--- config.mk ---
export PLATFORM = sky130hd
export DESIGN_NAME = mux_sel_sequencer
export DESIGN_NICKNAME = d
export VERILOG_FILES = /design/src/rtl/mux_sel_sequencer.sv
export SDC_FILE = /design/constraint.sdc
export NUM_CORES = 1
export LEC_CHECK = 0
export CAP_MARGIN = 15
export CORE_MARGIN = 5
export CORE_UTILIZATION = 40
export DETAILED_ROUTE_END_ITERATION = 7
export DONT_BUFFER_PORTS = 1
export SLEW_MARGIN = 10
export SYNTH_ARGS = -nofsm -noshare
export SYNTH_HDL_FRONTEND = slang
export SYNTH_SLANG_ARGS = --single-unit
--- constraint.sdc ---
create_clock -name clk -period 2.3 [get_ports clk]
set_input_delay 0.345 -clock clk [delete_from_list [all_inputs] [get_ports clk]]
set_output_delay 0.345 -clock clk [all_outputs]
set_load 0.02 [all_outputs]
--- src/rtl/mux_sel_sequencer.sv ---
// Ordered two-key select sequencer for the 2:1 source mux: sel_b1 leads sel_b2 on arm and trails it on disarm.
// Optional post-disarm lockout on source a: define MUX_SEL_SEQUENCER_HOLDOFF_EN.
module mux_sel_sequencer #(
    parameter int unsigned ARM_CYC  = 4,
    parameter int unsigned DIS_CYC  = 4,
    parameter int unsigned HOLD_CYC = 8,
    parameter int unsigned CNT_W    = 8
) (
    input  logic             clk,
    input  logic             rst_n,
    input  logic             req_b,
    input  logic             force_a,
    output logic             sel_b1,
    output logic             sel_b2,
    output logic             on_b,
    output logic             busy,
    output logic [CNT_W-1:0] switch_cnt
);

    localparam int unsigned MAX_AD  = (ARM_CYC > DIS_CYC) ? ARM_CYC : DIS_CYC;
    localparam int unsigned MAX_CYC = (MAX_AD > HOLD_CYC) ? MAX_AD : HOLD_CYC;
    localparam int unsigned CW      = $clog2(MAX_CYC) + 1;

    localparam logic [CW-1:0] ARM_LD = CW'(ARM_CYC - 1);
    localparam logic [CW-1:0] DIS_LD = CW'(DIS_CYC - 1);

`ifdef MUX_SEL_SEQUENCER_HOLDOFF_EN
    localparam logic [CW-1:0] HOLD_LD = CW'(HOLD_CYC - 1);
    typedef enum logic [2:0] {IDLE_A, ARM1, ON_B, DISARM, HOLD} state_t;
`else
    typedef enum logic [1:0] {IDLE_A, ARM1, ON_B, DISARM} state_t;
`endif

    state_t        state;
    logic [CW-1:0] cnt;
    logic          req;

    assign req = req_b & ~force_a;

    // Outputs are registered alongside the state they decode, so each one
    // changes on the same edge as the transition that defines it.
    always_ff @(posedge clk or negedge rst_n) begin
        if (!rst_n) begin
            state      <= IDLE_A;
            cnt        <= '0;
            sel_b1     <= 1'b0;
            sel_b2     <= 1'b0;
            on_b       <= 1'b0;
            busy       <= 1'b0;
            switch_cnt <= '0;
        end else begin
            case (state)
                IDLE_A: begin
                    if (req) begin
                        state  <= ARM1;
                        cnt    <= ARM_LD;
                        sel_b1 <= 1'b1;
                        busy   <= 1'b1;
                    end
                end
                ARM1: begin
                    if (!req) begin
                        state  <= IDLE_A;
                        sel_b1 <= 1'b0;
                        busy   <= 1'b0;
                    end else if (cnt == '0) begin
                        state  <= ON_B;
                        sel_b2 <= 1'b1;
                        on_b   <= 1'b1;
                        busy   <= 1'b0;
                        if (switch_cnt != '1) begin
                            switch_cnt <= switch_cnt + CNT_W'(1);
                        end
                    end else begin
                        cnt <= cnt - CW'(1);
                    end
                end
                ON_B: begin
                    if (!req) begin
                        state  <= DISARM;
                        cnt    <= DIS_LD;
                        sel_b2 <= 1'b0;
                        on_b   <= 1'b0;
                        busy   <= 1'b1;
                    end
                end
                DISARM: begin
                    if (cnt == '0) begin
                        sel_b1 <= 1'b0;
`ifdef MUX_SEL_SEQUENCER_HOLDOFF_EN
                        state  <= HOLD;
                        cnt    <= HOLD_LD;
`else
                        state  <= IDLE_A;
                        busy   <= 1'b0;
`endif
                    end else begin
                        cnt <= cnt - CW'(1);
                    end
                end
`ifdef MUX_SEL_SEQUENCER_HOLDOFF_EN
                HOLD: begin
                    if (cnt == '0) begin
                        state <= IDLE_A;
                        busy  <= 1'b0;
                    end else begin
                        cnt <= cnt - CW'(1);
                    end
                end
`endif
                default: begin
                    state  <= IDLE_A;
                    cnt    <= '0;
                    sel_b1 <= 1'b0;
                    sel_b2 <= 1'b0;
                    on_b   <= 1'b0;
                    busy   <= 1'b0;
                end
            endcase
        end
    end

endmodule

==> results.txt <==
first-pass GRT wire length - 3390 um
register bit total from synthesis - 17
CTS Buf Count - 3
Final Power - 983 uW
min Tclk post-route - 1.78 ns
HP Class - in2reg
clock buffer depth - 2
Num Clock Sinks - 17
share of layout cells above drive strength 1 - 10.8%
Post-Syn Area - 968 um^2
R2R Path Start - cnt[0]
Setup-failing EPs final - 0
Clock power frac - 16.5%
worst reg-to-reg path cell count - 6
vias in the first global route - 759
status - complete, no violations
num rows - 17
share of flip-flops with an asynchronous set or reset - 100%
Worst Skew - 0.00362 ns
Comb power frac - 30.4%
hold-critical path depth - 3
CP endpoint kind - flop
Slew headroom - 48.6%
Net Sw Power - 396 uW
GRT Util Overall - 12.6%
CTS tree - yes
area delta synth->final - 6.20%
Final ANT Viol Nets - 0
post-route insts no fill - 130
Clock Latency Late Sink - 0.29 ns
largest net degree at the start of global routing - 18
placed insts - 125
wire per inst - 14.9 um
register area - 425 um^2
multi-input logic area - 512 um^2
switching share of total power - 40.3%
worst setup slack for register-to-register paths - 0.52 ns
Die X - 59.2 um
Cell Area, Placed - 991 um^2
Final nets - 110
synth unique cells - 33
Ant. Diodes - 0
DR pass1 iterations - 4
crit-path cells - inv_1 -> ha_1 -> or3b_1 -> and3_4 -> o21ai_2 -> o311a_1
CP peak stage delay - 0.45 ns
Ys Warns - 0
setup ws final - 0.523 ns
ys flop type - dfrtp_1
HPWL after DPL - 1430 um
fraction of the cycle the final worst path needs - 77.3%
total grt overflow - 0
Critical Path RT - 2.54 ns
die outline height - 59.2 um
Syn Nets - 107
Lkg Pwr - 0.465 nW
final instance area - 0.00103 mm^2
dpl ws - 0.550 ns
via count - 762
Remaining DRCs - 0
Via density - 5.86
Max Fclk - 563 MHz
WL final - 1940 um
RSZ-0062 raised after global routing - false
clock root buffer - clkbuf_4
share of power burned in registers - 53.0%
end of the worst register-to-register path - cnt[0]
Slowest-stage cell, CP - dfrtp_1
DR iter-0 viols - 20
maxcap violations - 0
worst vdd ir - 0.000414 V
average size of a mapped cell - 9.68 um^2
Worst Path Max Fanout - 6
synthesized instance count - 100
Top-Level Pins - 16
Least-Margin Pin Slew - 0.769 ns
CTS HTree Levels - 1
PortBufs - 0
clock slew at reported path FFs - 0.10 ns
antenna violations before repair - 0
core box area - 0.00225 mm^2
CP arrival - 2.01 ns
FILL cells - 231
GP Congestion - 0.828
setup TNS - 0 ns
Critical Path Start Type - flop
Post-synth EDFFs - 0
P per Cell Area - 955 mW/mm^2
Initial Util - 43.0%
Final Hold Vio Count - 0
die footprint - 0.00351 mm^2
fin. max-slew vios - 0
critical path class - reg2reg
total internal power - 587 uW
Seq/Total Area, Yosys - 43.9%
hold path start - force_a
[cell type report]
type	count	area share [%]
Sequential cell	17	41.4
Tap cell	28	3.41
Multi-Input combinational cell	76	49.8
Clock buffer	3	2.19
Timing Repair Buffer	2	1.70
Inverter	3	1.09
Clock inverter	1	0.487
[synthesized netlist by cell type, types with 2 or more instances]
cell	count	share of area (%)
or3_1	2	1.3
dfrtp_1	17	44
a221oi_1	2	1.8
a21oi_1	3	1.5
nor3b_1	3	2.3
clkbuf_1	2	0.78
ha_1	3	3.9
a22o_1	3	2.7
o21ai_0	5	2.6
nand2_1	14	5.4
inv_1	3	1.2
nor2_1	4	1.5
nor2b_1	2	1.3
nand2b_1	3	1.9
nand4_1	3	1.9
xor2_1	5	4.5
nand3_1	4	2.1
nor3_1	7	3.6
[cell usage in the layout (no fill, tap or decap), types with 2 or more instances in the layout]
cell / count
nand2b_1: 3
clkbuf_4: 3
nand3_1: 4
nor3b_1: 3
a21oi_1: 3
nor2_1: 4
nor3_1: 7
dfrtp_1: 17
nor2b_1: 2
nand2_1: 14
ha_1: 3
a221oi_1: 2
nand4_1: 3
xor2_1: 5
o21ai_0: 5
inv_1: 3
or3_1: 2
a22o_1: 3
[worst max-delay path by stage]
| stage | slack, ns | cells past startpoint | to | start |
|---|---|---|---|---|
| detailed placement | 0.55 | 6 | cnt[0] | cnt[0] |
| global route | 0.39 | 5 | cnt[1] | cnt[0] |
| global placement | 0.57 | 4 | switch_cnt[1] | switch_cnt[0] |
| finish | 0.52 | 6 | cnt[0] | cnt[0] |
| CTS | 0.53 | 6 | cnt[0] | cnt[0] |
| floorplan | 0.65 | 7 | cnt[0] | cnt[0] |
[through the flow]
step	hold WS, ns	utilization, %
finish	0.234	45.6
CTS	0.227	45.6
detailed placement	0.0501	44.0
global placement	0.0499	44.0
floorplan	0.0494	-
global route	0.240	45.6
[sequential cells by signal, indices dropped and copies added, names as in the netlist, named ones only]
signal,flops
busy,1
cnt,4
on_b,1
sel_b1,1
state,1
switch_cnt,8
[cell families (layout without fill, tap and decap cells)]
group | count (synthesis) | after routing | share of synthesized area, %
AND/OR/NAND/NOR | 48 | 48 | 27.5
multiplexers | 1 | 1 | 1.16
buffers and inverters | 7 | 9 | 3.23
adder cells (fa/ha/maj) | 3 | 3 | 3.88
XOR/XNOR | 6 | 6 | 5.43
AO/OA/AOI/OAI | 18 | 18 | 14.9
flip-flops | 17 | 17 | 43.9
[power groups by stage]
stage	registers (mW)	logic, mW	clock network (mW)
floorplan	0.475	0.272	0
global placement	0.524	0.285	0
detailed placement	0.526	0.293	0
CTS	0.520	0.302	0.171
global route	0.537	0.340	0.189
finish	0.521	0.299	0.163
[repair_timing]
action | CTS | global route
hold buffers | 1 | 0
buffers inserted | 0 | 0
resized for setup | 0 | 0
endpoints found under the hold margin | 17 | 0
[worst max-delay path: cells and delay by family (launching register included)]
kind / cells / cell delay, ns
flops: 1 / 0.45
compound gates: 2 / 0.29
fa+ha+maj: 1 / 0.20
buf+inv: 1 / 0.12
simple gates: 2 / 0.67
[metal layers]
layer	routed length, um	global-route usage [%]	up-vias
met4	0	3.56	0
met1	831	15.3	377
li1	-	-	364
met2	968	20.3	21
met3	143	5.45	0
met5	0	0	-
No activity file was read; power rests on OpenSTA's default activity.
